===== src/rtl/tick_and_set_conditioner_pkg.sv =====
// Shared time-of-day definitions: BCD digit type, legal-range limits and the
// default board clock. The counter stage imports the same limits.
package clock_pkg;

  typedef logic [3:0] bcd_t;

  localparam int unsigned DEFAULT_CLK_HZ = 50_000_000;

  localparam bcd_t HOUR_TENS_MAX       = 4'd2;
  localparam bcd_t HOUR_ONES_MAX_AT_20 = 4'd3;
  localparam bcd_t MIN_TENS_MAX        = 4'd5;
  localparam bcd_t DIGIT_MAX           = 4'd9;

  // Hours 00..23, minutes 00..59; any non-decimal nibble is rejected.
  function automatic logic bcd_time_legal(input logic hour_sel, input bcd_t tens, input bcd_t ones);
    if (ones > DIGIT_MAX) return 1'b0;
    if (hour_sel)
      return (tens < HOUR_TENS_MAX) || ((tens == HOUR_TENS_MAX) && (ones <= HOUR_ONES_MAX_AT_20));
    return tens <= MIN_TENS_MAX;
  endfunction

endpackage


===== src/rtl/tick_and_set_conditioner_if.sv =====
// Board-side switch/key inputs and the conditioned tick/run/set outputs.
interface tick_and_set_conditioner_if;
  import clock_pkg::*;

  logic [9:0] sw_in;
  logic       key_run_n;
  logic       tick_1hz;
  logic       run;
  logic       set_strobe;
  logic       set_error;
  logic       set_hour_sel;
  bcd_t       set_tens;
  bcd_t       set_ones;

  modport master (
    output sw_in, key_run_n,
    input  tick_1hz, run, set_strobe, set_error, set_hour_sel, set_tens, set_ones
  );

  modport slave (
    input  sw_in, key_run_n,
    output tick_1hz, run, set_strobe, set_error, set_hour_sel, set_tens, set_ones
  );

endinterface


===== src/rtl/tick_and_set_conditioner_debounce_bit.sv =====
// One input channel: SYNC_STAGES-deep synchroniser followed by a hold-time
// debouncer. rise pulses for one cycle in the cycle dout first reads 1.
module debounce_bit #(
  parameter int SYNC_STAGES     = 2,
  parameter int DEBOUNCE_CYCLES = 500_000
) (
  input  logic clk,
  input  logic reset,
  input  logic din,
  output logic dout,
  output logic rise
);

  localparam int CW = (DEBOUNCE_CYCLES > 1) ? $clog2(DEBOUNCE_CYCLES) : 1;
  localparam logic [CW-1:0] CNT_LAST = CW'(DEBOUNCE_CYCLES - 1);

  logic [SYNC_STAGES-1:0] sync_q;
  logic [CW-1:0]          cnt;
  logic                   synced;

  assign synced = sync_q[SYNC_STAGES-1];

  // Any return to the accepted level throws away the progress made so far.
  always_ff @(posedge clk or posedge reset) begin
    if (reset) begin
      sync_q <= '0;
      cnt    <= '0;
      dout   <= 1'b0;
      rise   <= 1'b0;
    end else begin
      sync_q <= {sync_q[SYNC_STAGES-2:0], din};
      rise   <= 1'b0;
      if (synced == dout) begin
        cnt <= '0;
      end else if (cnt == CNT_LAST) begin
        dout <= synced;
        rise <= synced;
        cnt  <= '0;
      end else begin
        cnt <= cnt + 1'b1;
      end
    end
  end

endmodule


===== src/rtl/tick_and_set_conditioner.sv =====
// Front end of the time-of-day clock: 1 Hz count enable, debounced run/pause
// toggle and a validated, single-cycle set/load strobe with registered fields.
module tick_and_set_conditioner
  import clock_pkg::*;
#(
  parameter int unsigned CLK_HZ          = DEFAULT_CLK_HZ,
  parameter int unsigned TICK_HZ         = 1,
  parameter int unsigned DEBOUNCE_CYCLES = 500_000,
  parameter int unsigned SYNC_STAGES     = 2
) (
  input  logic clk,
  input  logic reset,
  tick_and_set_conditioner_if.slave bus
);

  localparam int unsigned DIV = CLK_HZ / TICK_HZ;
  localparam int          PW  = $clog2(DIV);
  localparam logic [PW-1:0] PRE_LAST = PW'(DIV - 1);

  logic [SYNC_STAGES-1:0][8:0] fld_sync;
  logic [8:0] fld;
  logic       set_level, set_req;
  logic       key_level, key_rise;
  logic       legal;

  logic          run_q, strobe_q, error_q, hour_q;
  bcd_t          tens_q, ones_q;
  logic [PW-1:0] pre_cnt;
  logic          terminal;

  // Digits and hour/minute select only need metastability protection.
  always_ff @(posedge clk or posedge reset) begin
    if (reset) fld_sync <= '0;
    else       fld_sync <= {fld_sync[SYNC_STAGES-2:0], {bus.sw_in[9], bus.sw_in[7:0]}};
  end

  assign fld = fld_sync[SYNC_STAGES-1];

  debounce_bit #(.SYNC_STAGES(SYNC_STAGES), .DEBOUNCE_CYCLES(DEBOUNCE_CYCLES)) u_set_db (
    .clk(clk), .reset(reset), .din(bus.sw_in[8]), .dout(set_level), .rise(set_req)
  );

  debounce_bit #(.SYNC_STAGES(SYNC_STAGES), .DEBOUNCE_CYCLES(DEBOUNCE_CYCLES)) u_key_db (
    .clk(clk), .reset(reset), .din(~bus.key_run_n), .dout(key_level), .rise(key_rise)
  );

  // Only the press/raise edges act here; the settled levels are not needed.
  logic unused_levels;
  assign unused_levels = set_level ^ key_level;

  assign legal    = bcd_time_legal(fld[8], fld[7:4], fld[3:0]);
  assign terminal = (pre_cnt == PRE_LAST);

  always_ff @(posedge clk or posedge reset) begin
    if (reset) begin
      run_q    <= 1'b1;
      strobe_q <= 1'b0;
      error_q  <= 1'b0;
      hour_q   <= 1'b0;
      tens_q   <= '0;
      ones_q   <= '0;
      pre_cnt  <= '0;
    end else begin
      if (key_rise) run_q <= ~run_q;
      strobe_q <= set_req & legal;
      error_q  <= set_req & ~legal;
      if (set_req) begin
        hour_q <= fld[8];
        tens_q <= fld[7:4];
        ones_q <= fld[3:0];
      end
      // A load restarts the second so the first tick is a full period away.
      if (strobe_q)   pre_cnt <= '0;
      else if (run_q) pre_cnt <= terminal ? '0 : pre_cnt + 1'b1;
    end
  end

  assign bus.tick_1hz     = run_q & terminal & ~strobe_q;
  assign bus.run          = run_q;
  assign bus.set_strobe   = strobe_q;
  assign bus.set_error    = error_q;
  assign bus.set_hour_sel = hour_q;
  assign bus.set_tens     = tens_q;
  assign bus.set_ones     = ones_q;

endmodule


===== src/flat_wrapper.sv =====
// flat-port wrapper written by rule: the top's interface ports become plain ports
module tick_and_set_conditioner_flat import clock_pkg::*;
#(
  parameter int unsigned CLK_HZ          = DEFAULT_CLK_HZ,
  parameter int unsigned TICK_HZ         = 1,
  parameter int unsigned DEBOUNCE_CYCLES = 500_000,
  parameter int unsigned SYNC_STAGES     = 2
)
  (clk, reset, bus_sw_in, bus_key_run_n, bus_tick_1hz, bus_run, bus_set_strobe, bus_set_error, bus_set_hour_sel, bus_set_tens, bus_set_ones);
  tick_and_set_conditioner_if bus_i ();
  input  logic clk;
  input  logic reset;
  input wire logic [$bits(bus_i.sw_in)-1:0] bus_sw_in;
  input wire logic [$bits(bus_i.key_run_n)-1:0] bus_key_run_n;
  output wire logic [$bits(bus_i.tick_1hz)-1:0] bus_tick_1hz;
  output wire logic [$bits(bus_i.run)-1:0] bus_run;
  output wire logic [$bits(bus_i.set_strobe)-1:0] bus_set_strobe;
  output wire logic [$bits(bus_i.set_error)-1:0] bus_set_error;
  output wire logic [$bits(bus_i.set_hour_sel)-1:0] bus_set_hour_sel;
  output wire logic [$bits(bus_i.set_tens)-1:0] bus_set_tens;
  output wire logic [$bits(bus_i.set_ones)-1:0] bus_set_ones;
  assign bus_i.sw_in = bus_sw_in;
  assign bus_i.key_run_n = bus_key_run_n;
  assign bus_tick_1hz = bus_i.tick_1hz;
  assign bus_run = bus_i.run;
  assign bus_set_strobe = bus_i.set_strobe;
  assign bus_set_error = bus_i.set_error;
  assign bus_set_hour_sel = bus_i.set_hour_sel;
  assign bus_set_tens = bus_i.set_tens;
  assign bus_set_ones = bus_i.set_ones;
  tick_and_set_conditioner #(.CLK_HZ(CLK_HZ), .TICK_HZ(TICK_HZ), .DEBOUNCE_CYCLES(DEBOUNCE_CYCLES), .SYNC_STAGES(SYNC_STAGES)) u_core (.clk(clk), .reset(reset), .bus(bus_i));
endmodule

===== config.mk =====
export PLATFORM = sky130hd
export DESIGN_NAME = tick_and_set_conditioner_flat
export DESIGN_NICKNAME = d
export VERILOG_FILES = /design/src/rtl/tick_and_set_conditioner_pkg.sv /design/src/rtl/tick_and_set_conditioner_if.sv /design/src/rtl/tick_and_set_conditioner_debounce_bit.sv /design/src/rtl/tick_and_set_conditioner.sv /design/src/flat_wrapper.sv
export SDC_FILE = /design/constraint.sdc
export NUM_CORES = 1
export LEC_CHECK = 0
export CORE_MARGIN = 5
export CORE_UTILIZATION = 59
export DETAILED_ROUTE_END_ITERATION = 6
export PLACE_DENSITY = 0.79
export SLEW_MARGIN = 20
export SYNTH_ARGS = -nofsm -noshare
export SYNTH_HDL_FRONTEND = slang
export SYNTH_SLANG_ARGS = --single-unit

===== constraint.sdc =====
create_clock -name clk -period 3.43 [get_ports clk]
set_input_delay 0.343 -clock clk [delete_from_list [all_inputs] [get_ports clk]]
set_output_delay 0.343 -clock clk [all_outputs]
set_load 0.05 [all_outputs]

==> impl_metrics.env <==
export IMPL_status="finished clean"
export IMPL_dieWidth_um=97.30
export IMPL_final_hold_viol_count=0
export IMPL_tightest_slew_ns=0.7775
export IMPL_clk_pin_slew_ns=0.10
export IMPL_skew_ns=0.01071
export IMPL_grt_ovfl_total=0
export IMPL_cts_max_level=3
export IMPL_synth_compound_area_share_pct=3.534
export IMPL_cp_start_kind="flip-flop"
export IMPL_worstPathCellList="or4b_1, nor4_2, nand3_1, nor3_1, dlymetal6s2s_1"
export IMPL_grt_max_degree=103
export IMPL_synth_flop_cell="dfrtp_1"
export IMPL_cp_slowest_stage_delay_ns=0.54
export IMPL_yosys_top_cells_area="dfrtp_1 56%, xor2_1 6.2%, nor2_1 5.8%"
export IMPL_die_area_mm2=0.009467
export IMPL_drt_iter0_drc=202
export IMPL_ys_seq_area_share_pct=56.79
export IMPL_syn_avg_cell_area_um2=10.81
export IMPL_p_clk_share_pct=35.8
export IMPL_antenna_left=0
export IMPL_final_setup_tns_ns=0
export IMPL_critPathKind="flip-flop to output port"
export IMPL_cp_arrival_ns=2.64
export IMPL_yosysTopAreaCellShare_pct=56.20
export IMPL_hp_class="flip-flop to flip-flop"
export IMPL_core_area_mm2=0.007331
export IMPL_initial_core_util_pct=61.34
export IMPL_io_buffers=25
export IMPL_drv_slew=0
export IMPL_synth_cell_types=46
export IMPL_nNetsFinal=460
export IMPL_ctsHoldBuffers=0
export IMPL_synth_seq_cells=102
export IMPL_post_dp_hpwl_um=5322
export IMPL_wl_per_cell_um=14.42
export IMPL_rsz0062_at_grt="no"
export IMPL_fin_crit_ns=2.987
export IMPL_slowest_stage="or4b_1"
export IMPL_synth_nets=432
export IMPL_drt_pass1_iterations=5
export IMPL_placed_cell_area_mm2=0.004837
export IMPL_synthCells=416
export IMPL_cts_buffers=9
export IMPL_met2_usage_pct=28.82
export IMPL_synth_top_cell_by_area="dfrtp_1"
export IMPL_synthAdderAreaFrac_pct=0.8347
export IMPL_grt_pass1_wl_um=14020
export IMPL_dp_slack_ns=0.4427
export IMPL_p_sw_w=0.0004883
export IMPL_synth_top_family_by_area="simple AND/OR/NAND/NOR gates"
export IMPL_ir_drop_mv=0.3320
export IMPL_synth_edf_count=0
export IMPL_antenna_found_initial=0
export IMPL_synthXorXnorAreaFrac_pct=10.13
export IMPL_yosysMostFrequentCell="dfrtp_1"
export IMPL_vias=3097
export IMPL_critPathMaxFanout=6
export IMPL_layout_drive_gt1_share_pct=8.909
export IMPL_crit_path_end_kind="output port"
export IMPL_synth_mux_area_share_pct=3.228
export IMPL_utilization_pct=68.61
export IMPL_top_usage_layer="met2"
export IMPL_cts_tree="done"
export IMPL_cts_buffer_depth=2
export IMPL_ff2ff_setup_slack_ns=1.17
export IMPL_grtUsageMet1_pct=24.13
export IMPL_post_cts_buffers=0
export IMPL_slew_headroom_pct=47.69
export IMPL_wirelength_um=7903
export IMPL_drv_cap=0
export IMPL_intPower_w=0.001525
export IMPL_synth_simple_gate_area_share_pct=23.15
export IMPL_setup_viol=0
export IMPL_power_frac_comb_pct=3.0
export IMPL_gr_usage_all_layers_pct=17.80
export IMPL_critPathRequiredTime_ns=3.09
export IMPL_worst_skew_pair_late_latency_ns=0.36
export IMPL_area_growth_pct=11.85
export IMPL_cts_sinks=102
export IMPL_p_seq_share_pct=61.2
export IMPL_clock_fmax_ghz=0.3347
export IMPL_p_leak_nw=2.188
export IMPL_io_pins=26
export IMPL_ys_top_cells_by_count="101 x dfrtp_1, 69 x nor2_1, 32 x xor2_1"
export IMPL_met3_usage_pct=3.805
export IMPL_dieHeight_um=97.30
export IMPL_diodes=0
export IMPL_globalplace_congestion=0.8740
export IMPL_design_area_mm2=0.005030
export IMPL_rows=31
export IMPL_cellPowerDensity_mw_per_mm2=400.3
export IMPL_syn_cell_area_mm2=0.004497
export IMPL_worst_path_buf_inv=1
export IMPL_grt_pass1_vias=3082
export IMPL_clock_root_buffer="clkbuf_8"
export IMPL_postLayoutSetupSlackWorst_ns=0.4426
export IMPL_switching_share_pct=24.25
export IMPL_yosys_warnings=0
export IMPL_viasPerCell=5.651
export IMPL_ctsResizeCount=0
export IMPL_ys_async_sr_fraction_pct=100.0
export IMPL_drcViolationCount=0
export IMPL_post_route_period_util_pct=87.10
export IMPL_cpLargestDelayFamily="simple AND/OR/NAND/NOR gates"
-- cells by family (layout without fill, tap and decap cells) --
| family | Yosys count | in the layout |
|---|---|---|
| buf+inv | 20 | 53 |
| simple gates | 201 | 201 |
| compound gates | 25 | 25 |
| fa+ha+maj | 3 | 3 |
| xor+xnor | 52 | 52 |
| mux | 13 | 13 |
| flops | 102 | 102 |
-- worst register-to-register path, stage by stage (launching register included) --
cell and delay, ns:
dfrtp_1 0.45, or4_1 0.53, nor4_1 0.46, or2_1 0.55, nor2_1 0.13
-- sequential cells by signal, indices dropped and copies added (netlist names), 4 cells and up --
register             flops
u_core.bus.set_tens      4
u_core.bus.set_ones      4
u_core.fld               9
u_core.fld_sync          9
u_core.u_set_db.cnt     19
u_core.u_key_db.cnt     19
u_core.pre_cnt          26
-- per-stage QoR --
stage / cells / total power, W / hold WS (ns)
after detailed placement: 532 / 0.001319 / 0.3355
after global routing: 548 / 0.002101 / 0.3668
after CTS: 548 / 0.002035 / 0.3604
after floorplan: 416 / 0.001293 / 0.3312
after global placement: 532 / 0.001317 / 0.3316
final: 548 / 0.002013 / 0.3602
-- power by group through the flow --
stage	logic (W)	clock network, W	registers [W]
after floorplan	0.0000398	0	0.00125
after global placement	0.0000620	0	0.00125
after detailed placement	0.0000626	0	0.00126
after CTS	0.0000632	0.000739	0.00123
after global routing	0.0000712	0.000795	0.00124
final	0.0000606	0.000720	0.00123
-- cell type report --
cell class	instances	area, um^2
clock inverter	7	66.31
clock buffer	9	123.9
sequential	102	2554
fill	529	2301
tap	99	123.9
timing repair buffer	28	287.8
inverter	9	36.28
multi-input combinational	294	1838
-- placed cells by master, fill, tap and decap left out, types with 2 or more instances in the layout --
cell / instances
dfrtp_1: 101
and3b_1: 2
or3_1: 6
xnor2_1: 20
a21oi_1: 6
clkdlybuf4s50_1: 24
and3_1: 5
nor2b_1: 3
nand2_1: 31
nand3_1: 29
o21ai_0: 7
nor3_1: 8
or4b_1: 2
xor2_1: 32
a31oi_1: 4
and3_2: 2
clkinv_4: 2
and4_1: 6
nor4_1: 8
nor2_1: 69
nand4_1: 18
clkinvlp_4: 2
inv_8: 3
ha_1: 3
buf_4: 2
a32oi_1: 2
mux2_2: 12
inv_1: 8
clkbuf_8: 9
o2bb2ai_1: 2
nor4b_1: 2
-- final timing paths --
check / from / to / cells after the start
worst min-delay path: u_core.fld_sync[1]$_DFF_PP0_ / u_core.fld[1]$_DFF_PP0_ / 0
min in group asynchronous: reset / u_core.u_set_db.cnt[10]$_DFF_PP0_ / 3
max in group asynchronous: reset / u_core.bus.run$_DFFE_PP1P_ / 3
worst max register to register: u_core.u_key_db.cnt[14]$_DFF_PP0_ / u_core.u_key_db.cnt[5]$_DFF_PP0_ / 4
worst max-delay path: u_core.pre_cnt[9]$_DFFE_PP0P_ / bus_tick_1hz / 5
worst min register to register: u_core.fld_sync[1]$_DFF_PP0_ / u_core.fld[1]$_DFF_PP0_ / 0
-- routing by layer --
layer | up-vias | wire [um] | part of all wire [%]
li1 | 1498 | - | -
met1 | 1510 | 3644 | 46
met2 | 81 | 3816 | 48
met3 | 8 | 354 | 4.5
met4 | 0 | 87 | 1.1
met5 | - | 0 | 0
Note: power is estimated with default switching activity, not from simulation.
